### src/rtl/jogo_pkg.sv
// Shared definitions for the sequence-memory game: FSM state codes and ROM contents.
package jogo_pkg;

  // Encodings are visible on db_estado, so each state has a fixed code.
  typedef enum logic [3:0] {
    StInicial    = 4'h0,
    StPrepara    = 4'h1,
    StEspera     = 4'h2,
    StRegistra   = 4'h4,
    StCompara    = 4'h5,
    StProxJogada = 4'h6,
    StProxRodada = 4'h7,
    StFimAcerto  = 4'hA,
    StFimTimeout = 4'hD,
    StFimErro    = 4'hE
  } estado_e;

  // Entry idx lights switch (idx mod n_chaves); callers truncate to N_CHAVES bits.
  function automatic logic [31:0] rom_valor(int unsigned idx, int unsigned n_chaves);
    return 32'd1 << (idx % n_chaves);
  endfunction

endpackage

### src/rtl/sync_rom_jogo.sv
// Synchronous-read ROM holding the expected play for each sequence position.
module sync_rom_jogo
  import jogo_pkg::*;
#(
  parameter int unsigned N_CHAVES  = 4,
  parameter int unsigned N_JOGADAS = 16,
  localparam int unsigned A        = $clog2(N_JOGADAS)
) (
  input  logic                clock,
  input  logic                reset,
  input  logic [A-1:0]        endereco_i,
  output logic [N_CHAVES-1:0] dado_o
);

  logic [N_CHAVES-1:0] tabela [N_JOGADAS];
  logic [N_CHAVES-1:0] dado_q;

  // Constant table contents, folded away by synthesis.
  always_comb begin
    for (int unsigned i = 0; i < N_JOGADAS; i++) begin
      tabela[i] = N_CHAVES'(rom_valor(i, N_CHAVES));
    end
  end

  // One-cycle read latency; output is zero while reset is held.
  always_ff @(posedge clock or posedge reset) begin
    if (reset) begin
      dado_q <= '0;
    end else begin
      dado_q <= tabela[endereco_i];
    end
  end

  assign dado_o = dado_q;

endmodule

### src/rtl/jogo_sequencia_param.sv
// Sequence-memory game core: rounds of growing ROM prefixes, edge-detected plays,
// optional per-play timeout, Moore status outputs.
module jogo_sequencia_param
  import jogo_pkg::*;
#(
  parameter int unsigned N_CHAVES       = 4,
  parameter int unsigned N_JOGADAS      = 16,
  parameter int unsigned TIMEOUT_CICLOS = 5000,
  localparam int unsigned A             = $clog2(N_JOGADAS)
) (
  input  logic                clock,
  input  logic                reset,
  input  logic                iniciar,
  input  logic [N_CHAVES-1:0] chaves,
  output logic                acertou,
  output logic                errou,
  output logic                timeout,
  output logic                pronto,
  output logic [N_CHAVES-1:0] leds,
  output logic [A-1:0]        db_rodada,
  output logic [A-1:0]        db_contagem,
  output logic [N_CHAVES-1:0] db_memoria,
  output logic [N_CHAVES-1:0] db_jogada,
  output logic [3:0]          db_estado,
  output logic                db_tem_jogada
);

  // A disabled timeout still gets a 1-bit timer so no zero-width vector appears.
  localparam bit             TimeoutAtivo = (TIMEOUT_CICLOS != 0);
  localparam int unsigned    TW           = TimeoutAtivo ? $clog2(TIMEOUT_CICLOS + 1) : 1;
  localparam logic [TW-1:0]  TimerLimite  = TW'(TimeoutAtivo ? TIMEOUT_CICLOS - 1 : 0);
  localparam logic [A-1:0]   UltimaRodada = A'(N_JOGADAS - 1);

  estado_e             estado_q, estado_d;
  logic [A-1:0]        rodada_q, rodada_d;
  logic [A-1:0]        contagem_q, contagem_d;
  logic [N_CHAVES-1:0] jogada_q, jogada_d;
  logic [TW-1:0]       timer_q, timer_d;
  logic [N_CHAVES-1:0] chaves_prev_q;
  logic [N_CHAVES-1:0] rom_dado;
  logic                tem_jogada;

  sync_rom_jogo #(
    .N_CHAVES  (N_CHAVES),
    .N_JOGADAS (N_JOGADAS)
  ) u_rom (
    .clock      (clock),
    .reset      (reset),
    .endereco_i (contagem_q),
    .dado_o     (rom_dado)
  );

  // A play is the first cycle the switches leave all-zero; holding them gives one play.
  assign tem_jogada = (chaves != '0) && (chaves_prev_q == '0);

  // Previous-switch register for edge detection.
  always_ff @(posedge clock or posedge reset) begin
    if (reset) begin
      chaves_prev_q <= '0;
    end else begin
      chaves_prev_q <= chaves;
    end
  end

  // FSM state and datapath registers.
  always_ff @(posedge clock or posedge reset) begin
    if (reset) begin
      estado_q   <= StInicial;
      rodada_q   <= '0;
      contagem_q <= '0;
      jogada_q   <= '0;
      timer_q    <= '0;
    end else begin
      estado_q   <= estado_d;
      rodada_q   <= rodada_d;
      contagem_q <= contagem_d;
      jogada_q   <= jogada_d;
      timer_q    <= timer_d;
    end
  end

  // Next-state and datapath updates; final states freeze counters for debug.
  always_comb begin
    estado_d   = estado_q;
    rodada_d   = rodada_q;
    contagem_d = contagem_q;
    jogada_d   = jogada_q;
    timer_d    = timer_q;
    unique case (estado_q)
      StInicial: begin
        if (iniciar) estado_d = StPrepara;
      end
      StPrepara: begin
        rodada_d   = '0;
        contagem_d = '0;
        jogada_d   = '0;
        timer_d    = '0;
        estado_d   = StEspera;
      end
      StEspera: begin
        // A play on the last allowed cycle still wins over the timeout.
        if (tem_jogada) begin
          estado_d = StRegistra;
        end else if (TimeoutAtivo && (timer_q == TimerLimite)) begin
          estado_d = StFimTimeout;
        end else if (TimeoutAtivo) begin
          timer_d = timer_q + 1'b1;
        end
      end
      StRegistra: begin
        jogada_d = chaves;
        estado_d = StCompara;
      end
      StCompara: begin
        if (jogada_q != rom_dado) begin
          estado_d = StFimErro;
        end else if ((contagem_q == rodada_q) && (rodada_q == UltimaRodada)) begin
          estado_d = StFimAcerto;
        end else if (contagem_q == rodada_q) begin
          estado_d = StProxRodada;
        end else begin
          estado_d = StProxJogada;
        end
      end
      StProxJogada: begin
        contagem_d = contagem_q + 1'b1;
        timer_d    = '0;
        estado_d   = StEspera;
      end
      StProxRodada: begin
        rodada_d   = rodada_q + 1'b1;
        contagem_d = '0;
        timer_d    = '0;
        estado_d   = StEspera;
      end
      StFimAcerto, StFimErro, StFimTimeout: begin
        if (iniciar) estado_d = StPrepara;
      end
      default: estado_d = StInicial;
    endcase
  end

  // Moore outputs decoded from the state register.
  assign acertou       = (estado_q == StFimAcerto);
  assign errou         = (estado_q == StFimErro);
  assign timeout       = (estado_q == StFimTimeout);
  assign pronto        = acertou | errou | timeout;
  assign leds          = rom_dado;
  assign db_memoria    = rom_dado;
  assign db_rodada     = rodada_q;
  assign db_contagem   = contagem_q;
  assign db_jogada     = jogada_q;
  assign db_estado     = estado_q;
  assign db_tem_jogada = tem_jogada;

endmodule

### config.mk
export PLATFORM = sky130hd
export DESIGN_NAME = jogo_sequencia_param
export DESIGN_NICKNAME = d
export VERILOG_FILES = /design/src/rtl/jogo_pkg.sv /design/src/rtl/sync_rom_jogo.sv /design/src/rtl/jogo_sequencia_param.sv
export SDC_FILE = /design/constraint.sdc
export NUM_CORES = 1
export LEC_CHECK = 0
export BUFFER_PORTS_ARGS = -buffer_cell sky130_fd_sc_hd__buf_4
export CORE_ASPECT_RATIO = 0.6
export CORE_MARGIN = 4
export CORE_UTILIZATION = 40
export DETAILED_ROUTE_END_ITERATION = 8
export PLACE_DENSITY = 0.74
export SETUP_SLACK_MARGIN = 0.05
export SYNTH_ARGS = -nofsm -noshare
export SYNTH_HDL_FRONTEND = slang
export SYNTH_HIERARCHICAL = 1
export SYNTH_SLANG_ARGS = --single-unit
### constraint.sdc
create_clock -name clock -period 1.8 [get_ports clock]
set_input_delay 0.36 -clock clock [delete_from_list [all_inputs] [get_ports clock]]
set_output_delay 0.36 -clock clock [all_outputs]
set_load 0.01 [all_outputs]
==> impl_metrics.yaml, run 1 <==
final_layout:
  postLayoutCellArea_um2: 2775
  mostFrequentLayoutCell: "buf_4"
  area_growth_pct: 34.83
  insertedDiodeCount: 0
  stdcell_count: 343
  layout_common_cells: "62 x buf_4, 35 x dfrtp_1, 21 x nor2_1, 18 x nand2_1, 18 x o21ai_0"
  drive_gt1_share_pct: 36.07
  nets: 290
die:
  die_h_um: 63.57
  rows: 19
  core_um2: 4778
  pin_count: 36
  chipWidth_um: 100.6
  dieArea_um2: 6395
  initial_core_util_pct: 43.07
synth:
  ys.flop_type: "dfrtp_1"
  synth_cell_types: 44
  ys_seq_elements: 37
  synthArstFlopShare_pct: 100.0
  avgSynthCellArea_um2: 9.441
  synth_nets: 228
  yosys_warnings: 6
  ys_seq_area_share_pct: 44.98
  synth_edf_count: 0
  syn-instance-count: 218
  syn_area_um2: 2058
cts:
  insertion_delay_ns: 0.29
  cts_sinks: 37
  cts_max_level: 2
  cts_buffers: 5
  clockRootBuffer: "clkbuf_8"
  tritoncts: "yes"
  cts_max_path_buffers: 2
  clkTransAtPathRegs_ns: 0.07
detailed_routing:
  vias: 1836
  routedWlPerCell_um: 15.48
  ant_nets: 0
  dr.pass1.iters: 4
  vias_per_cell: 5.353
  wirelength_um: 5308
  drc_errors: 0
  drt_iter0_markers: 129
global_route:
  antenna_found_initial: 0
  grt_pass1_vias: 1724
  grt_overflow: 0
  track_usage_pct: 17.01
  grt_pass1_wl_um: 8562
  grt_max_degree: 34
sta:
  finalSetupTns_ns: -0.02825
  finalClockSkew_ns: 0.005058
  fin_crit_sh_pct: 101.6
  period_needed_ns: 1.828
  setup_viol: 1
  hold_viol_final: 0
  tightest_slew_ns: 0.5683
  max_freq_mhz: 547.0
  slew_viol_final: 0
  relSlewSlack_pct: 61.03
  rsz0062_at_grt: "true"
  setup_ws_ns: -0.02825
power_and_ir_drop:
  switching_power_uw: 1608
  power_density_nw_per_um2: 1432
  p_leak_uw: 0.001323
  ir_worst_vdd_mv: 0.8028
  finalPower_uw: 3974
  seqPwrFrac_pct: 30.0
  clkPwrFrac_pct: 14.7
  p_int_uw: 2366
  sw_frac_of_total_pct: 40.46
  pwr-share-comb_pct: 55.3
min_path:
  hold_class: "in2reg"
  holdPathStages: 1
critical_path:
  rrSetupSlack_ns: 0.03
  crit_path_end_kind: "primary output"
  cp.required_ns: 1.44
  crit_path_end: "db_tem_jogada"
  crit_arrival_ns: 1.47
  reg2reg_from: "chaves_prev_q[1]$_DFF_PP0_"
  startpoint: "chaves_prev_q[1]$_DFF_PP0_"
  path_max_fanout: 3
  r2r-end: "db_estado[2]$_DFFE_PP0P_"
  path_class: "reg2out"
  ff2ff_path_depth: 4
  start_kind: "flip-flop"
place:
  hpwl_um: 3769
  place_inst: 331
  dpl_cell_area_um2: 2532
  portBuffers: 35
  post-place-ws_ns: -0.07038
  gp_congestion: 0.7920
outcome:
  outcome: "finished, violations left"
  violations: "negative setup slack"
job:
  maxCapViolations: 0
[critical path, stage by stage, from the launching register on]
cell and delay (ns):
dfrtp_1 0.36, or4_4 0.57, nor2_4 0.13, buf_6 0.11
[state kept, by name, indices dropped and copies added, names as in the netlist]
signal / cells
db_rodada: 4
timer_q: 13
chaves_prev_q: 4
db_jogada: 4
db_estado: 4
u_rom/dado_o: 4
db_contagem: 4
[final cells by class]
cell class,instances,area (um^2)
Sequential cell,37,928.4
Fill cell,416,2003
Clock buffer,7,86.33
Inverter,6,22.52
Multi-Input combinational cell,162,1127
Tap cell,63,78.83
Timing Repair Buffer,68,531.8
[per-stage QoR]
step | utilization [%] | hold slack [ns]
6_report | 58.08 | 0.2046
5_1_grt | 58.08 | 0.1911
4_1_cts | 55.51 | 0.1974
3_5_place_dp | 53.00 | 0.2674
3_3_place_gp | 53.00 | 0.2623
2_1_floorplan | - | 0.1261
[cell families (layout without fill, tap and decap cells)]
kind of cell / count (synthesis) / after routing / share of synthesized area, %
multiplexers: 4 / 4 / 2.006
flip-flops: 37 / 37 / 44.98
XOR/XNOR: 18 / 18 / 7.660
buffers and inverters: 19 / 81 / 5.046
AND/OR/NAND/NOR: 88 / 88 / 23.40
AO/OA/AOI/OAI: 49 / 49 / 15.08
adder cells (fa/ha/maj): 3 / 3 / 1.824
[worst min path at each step]
stage	slack, ns	start	to
after global placement	0.26	reset	u_rom/dado_o[3]$_DFF_PP0_
after detailed placement	0.27	reset	u_rom/dado_o[3]$_DFF_PP0_
final	0.20	chaves[0]	chaves_prev_q[0]$_DFF_PP0_
after CTS	0.20	chaves[0]	chaves_prev_q[0]$_DFF_PP0_
after floorplan	0.13	reset	u_rom/dado_o[0]$_DFF_PP0_
after global routing	0.19	chaves[0]	chaves_prev_q[0]$_DFF_PP0_
[power by group through the flow]
stage,Combinational (uW),Sequential [uW],Clock (uW)
final,2200,1190,586
after global routing,2390,1220,641
after floorplan,1080,1280,0
after global placement,1940,1190,0
after detailed placement,1980,1200,0
after CTS,2020,1190,603
[cell usage after synthesis, types with 2 or more instances]
cell      number  share of area [%]
nand2_1       19                3.5
nor2b_1        7                2.1
buf_2          2               0.49
mux2i_1        3                1.5
and3_1         6                1.8
nor2_1        23                4.2
clkbuf_1       5               0.91
and2_1         3               0.91
nand2b_1       2               0.61
dfrtp_1       37                 45
buf_6          2                1.1
buf_4          4                1.5
nand4_1        4                1.2
a21oi_1       12                2.9
o21ai_0       19                4.6
xor2_1        14                6.0
nor3_1         4               0.97
or3_1          2               0.61
nand3_1        8                1.9
inv_1          6                1.1
a22o_1         4                1.7
a22oi_1        5                1.8
ha_1           3                1.8
xnor2_1        4                1.7
[timing repair]
item,CTS,global route
hold buffers,1,0
buffers inserted,0,4
gates resized for setup,9,22
pin swaps,3,8
setup endpoints to repair,19,20
hold endpoints to repair,4,0
gates cloned,0,0
[per-layer routing]
layer | vias to the layer above | routed length (um) | track usage [%]
met5 | - | 0 | 0
met4 | 0 | 86 | 6.723
met3 | 9 | 325 | 4.300
met2 | 61 | 2169 | 22.13
met1 | 880 | 2727 | 26.16
li1 | 886 | - | -
Power figures use the tool's default switching activity.
==> inputs of run 2 (changes only) <==
Settings changed: BUFFER_PORTS_ARGS -buffer_cell sky130_fd_sc_hd__buf_4 to -buffer_cell sky130_fd_sc_hd__buf_2, PLACE_DENSITY 0.74 to 0.71, SLEW_MARGIN set to 20.
Clock period 1.8 ns to 1.9 ns, I/O delays scaled along.
==> impl_metrics.yaml, run 2 (same netlist as run 1, synthesis figures left out) <==
detailed_routing:
  routedWlPerCell_um: 14.33
  vias_per_cell: 5.211
  dr.pass1.iters: 4
  wirelength_um: 4758
  drc_errors: 0
  drt_iter0_markers: 82
  vias: 1730
  ant_nets: 0
final_layout:
  nets: 279
  fin_util_pct: 52.40
  largest_reg_flops: 13
  insertedDiodeCount: 0
  seqCellArea_um2: 925.9
  mostFrequentLayoutCell: "dfrtp_1"
  drive_gt1_share_pct: 26.77
  nFillCells: 457
  regMostFlops: "timer_q"
  multi_input_area_um2: 1037
  layout_common_cells: "37 x dfrtp_1, 34 x buf_2, 22 x nor2_1, 21 x buf_4, 19 x nand2_1"
  stdcell_count: 332
  area_growth_pct: 21.64
min_path:
  whs_endpoint: "chaves_prev_q[3]$_DFF_PP0_"
  min_from: "chaves[3]"
  holdPathStages: 1
  hold_class: "in2reg"
global_route:
  antenna_found_initial: 0
  grt_pass1_wl_um: 8031
  track_usage_pct: 15.85
  grt_max_degree: 34
  grt_overflow: 0
  grt_pass1_vias: 1655
cts:
  clkTransAtPathRegs_ns: 0.07
  clockRootBuffer: "clkbuf_8"
  cts_max_level: 2
  cts_max_path_buffers: 2
  cts_sinks: 37
  insertion_delay_ns: 0.29
  tritoncts: "yes"
  cts_buffers: 5
job:
  maxCapViolations: 0
power_and_ir_drop:
  switching_power_uw: 1375
  clkPwrFrac_pct: 16.9
  p_int_uw: 1957
  seqPwrFrac_pct: 34.2
  sw_frac_of_total_pct: 41.26
  p_leak_uw: 0.001245
  power_density_nw_per_um2: 1331
  ir_worst_vdd_mv: 0.5345
  pwr-share-comb_pct: 48.9
critical_path:
  r2r-end: "db_estado[3]$_DFFE_PP0P_"
  rrSetupSlack_ns: 0.05
  reg2reg_from: "chaves_prev_q[2]$_DFF_PP0_"
  slowest_stage: "or4_4"
  crit_arrival_ns: 2.03
  path_class: "reg2reg"
  crit_path_max_incr_delay_ns: 0.57
  cp.required_ns: 2.08
  ff2ff_path_depth: 4
  cp_cell_sequence: "or4_4 > o21a_2 > buf_4 > o32a_1"
  start_kind: "flip-flop"
  crit_path_end_kind: "flip-flop"
  path_max_fanout: 5
sta:
  max_freq_mhz: 540.6
  finalClockSkew_ns: 0.004517
  slew_viol_final: 0
  hold_viol_final: 0
  rsz0062_at_grt: "true"
  setup_viol: 0
  tightest_slew_ns: 0.4664
  relSlewSlack_pct: 68.58
  period_needed_ns: 1.850
  fin_crit_sh_pct: 97.36
place:
  place_inst: 322
  hpwl_um: 3572
  portBuffers: 35
  gp_congestion: 0.8217
outcome:
  outcome: "finished, final reports clean"
die:
  pin_count: 36
  die_h_um: 63.57
  rows: 19
  core_um2: 4778
  dieArea_um2: 6395
  initial_core_util_pct: 43.07
  chipWidth_um: 100.6
run 2: cell count changes in the layout (fill, tap and decap cells not counted), sizes merged:
cell	previous run	this run
buf	67	56
clkbuf	7	6
clkinvlp	0	1
run 2: how the worst max path moves through the flow:
| stage | start | depth (start not counted) | endpoint |
|---|---|---|---|
| finish | chaves_prev_q[2]$_DFF_PP0_ | 4 | db_estado[3]$_DFFE_PP0P_ |
| global placement | chaves_prev_q[1]$_DFF_PP0_ | 4 | db_estado[3]$_DFFE_PP0P_ |
| detailed placement | chaves[2] | 6 | timer_q[11]$_DFFE_PP0P_ |
| global route | chaves_prev_q[2]$_DFF_PP0_ | 3 | db_tem_jogada |
| CTS | chaves_prev_q[2]$_DFF_PP0_ | 3 | db_tem_jogada |
| floorplan | chaves_prev_q[1]$_DFF_PP0_ | 5 | db_estado[2]$_DFFE_PP0P_ |
run 2: repair_timing:
action	CTS	global route
cloned	0	0
pin swaps	2	1
hold endpoints to repair	4	0
endpoints found under the setup margin	3	12
gates resized for setup	4	1
setup buffers	1	1
hold buffers	1	0
run 2: power groups by stage:
stage | Clock (uW) | Combinational, uW | Sequential [uW]
detailed placement | 0 | 1620 | 1160
global route | 621 | 1810 | 1170
finish | 564 | 1630 | 1140
floorplan | 0 | 1000 | 1210
CTS | 589 | 1630 | 1140
global placement | 0 | 1590 | 1150
run 2: critical path, delay by kind of cell, from the launching register on:
| family | cells | cell delay [ns] |
|---|---|---|
| buf+inv | 1 | 0.16 |
| compound gates | 2 | 0.64 |
| simple gates | 1 | 0.57 |
| flops | 1 | 0.37 |
run 2: layer usage:
layer | global-route usage [%] | share of wire, % | up-vias
met4 | 4.538 | 1.1 | 0
met5 | 0 | 0 | -
met1 | 24.03 | 55 | 818
met3 | 3.859 | 5.7 | 8
met2 | 21.97 | 38 | 47
li1 | - | - | 857
run 2: per-stage QoR:
stage / TNS (ns) / cell area, um^2 / total power [uW] / setup WS, ns / hold WS [ns]
floorplan: 0 / 2058 / 2213 / 0.1032 / 0.1461
CTS: 0 / 2496 / 3355 / 0.02844 / 0.2217
finish: 0 / 2504 / 3332 / 0.05019 / 0.2305
detailed placement: -0.000006661 / 2374 / 2771 / -0.000006661 / 0.2756
global route: -0.002863 / 2504 / 3597 / -0.002863 / 0.2205
global placement: 0 / 2374 / 2742 / 0.06556 / 0.2743
run 2: layout make-up:
class | count | area share (%)
multi-input cells | 162 | 41.43
repair buffers | 57 | 13.94
clock inverters | 1 | 0.2999
flip-flops and latches | 37 | 36.98
clock buffers | 6 | 3.298
well taps | 63 | 3.148
inverters | 6 | 0.8996
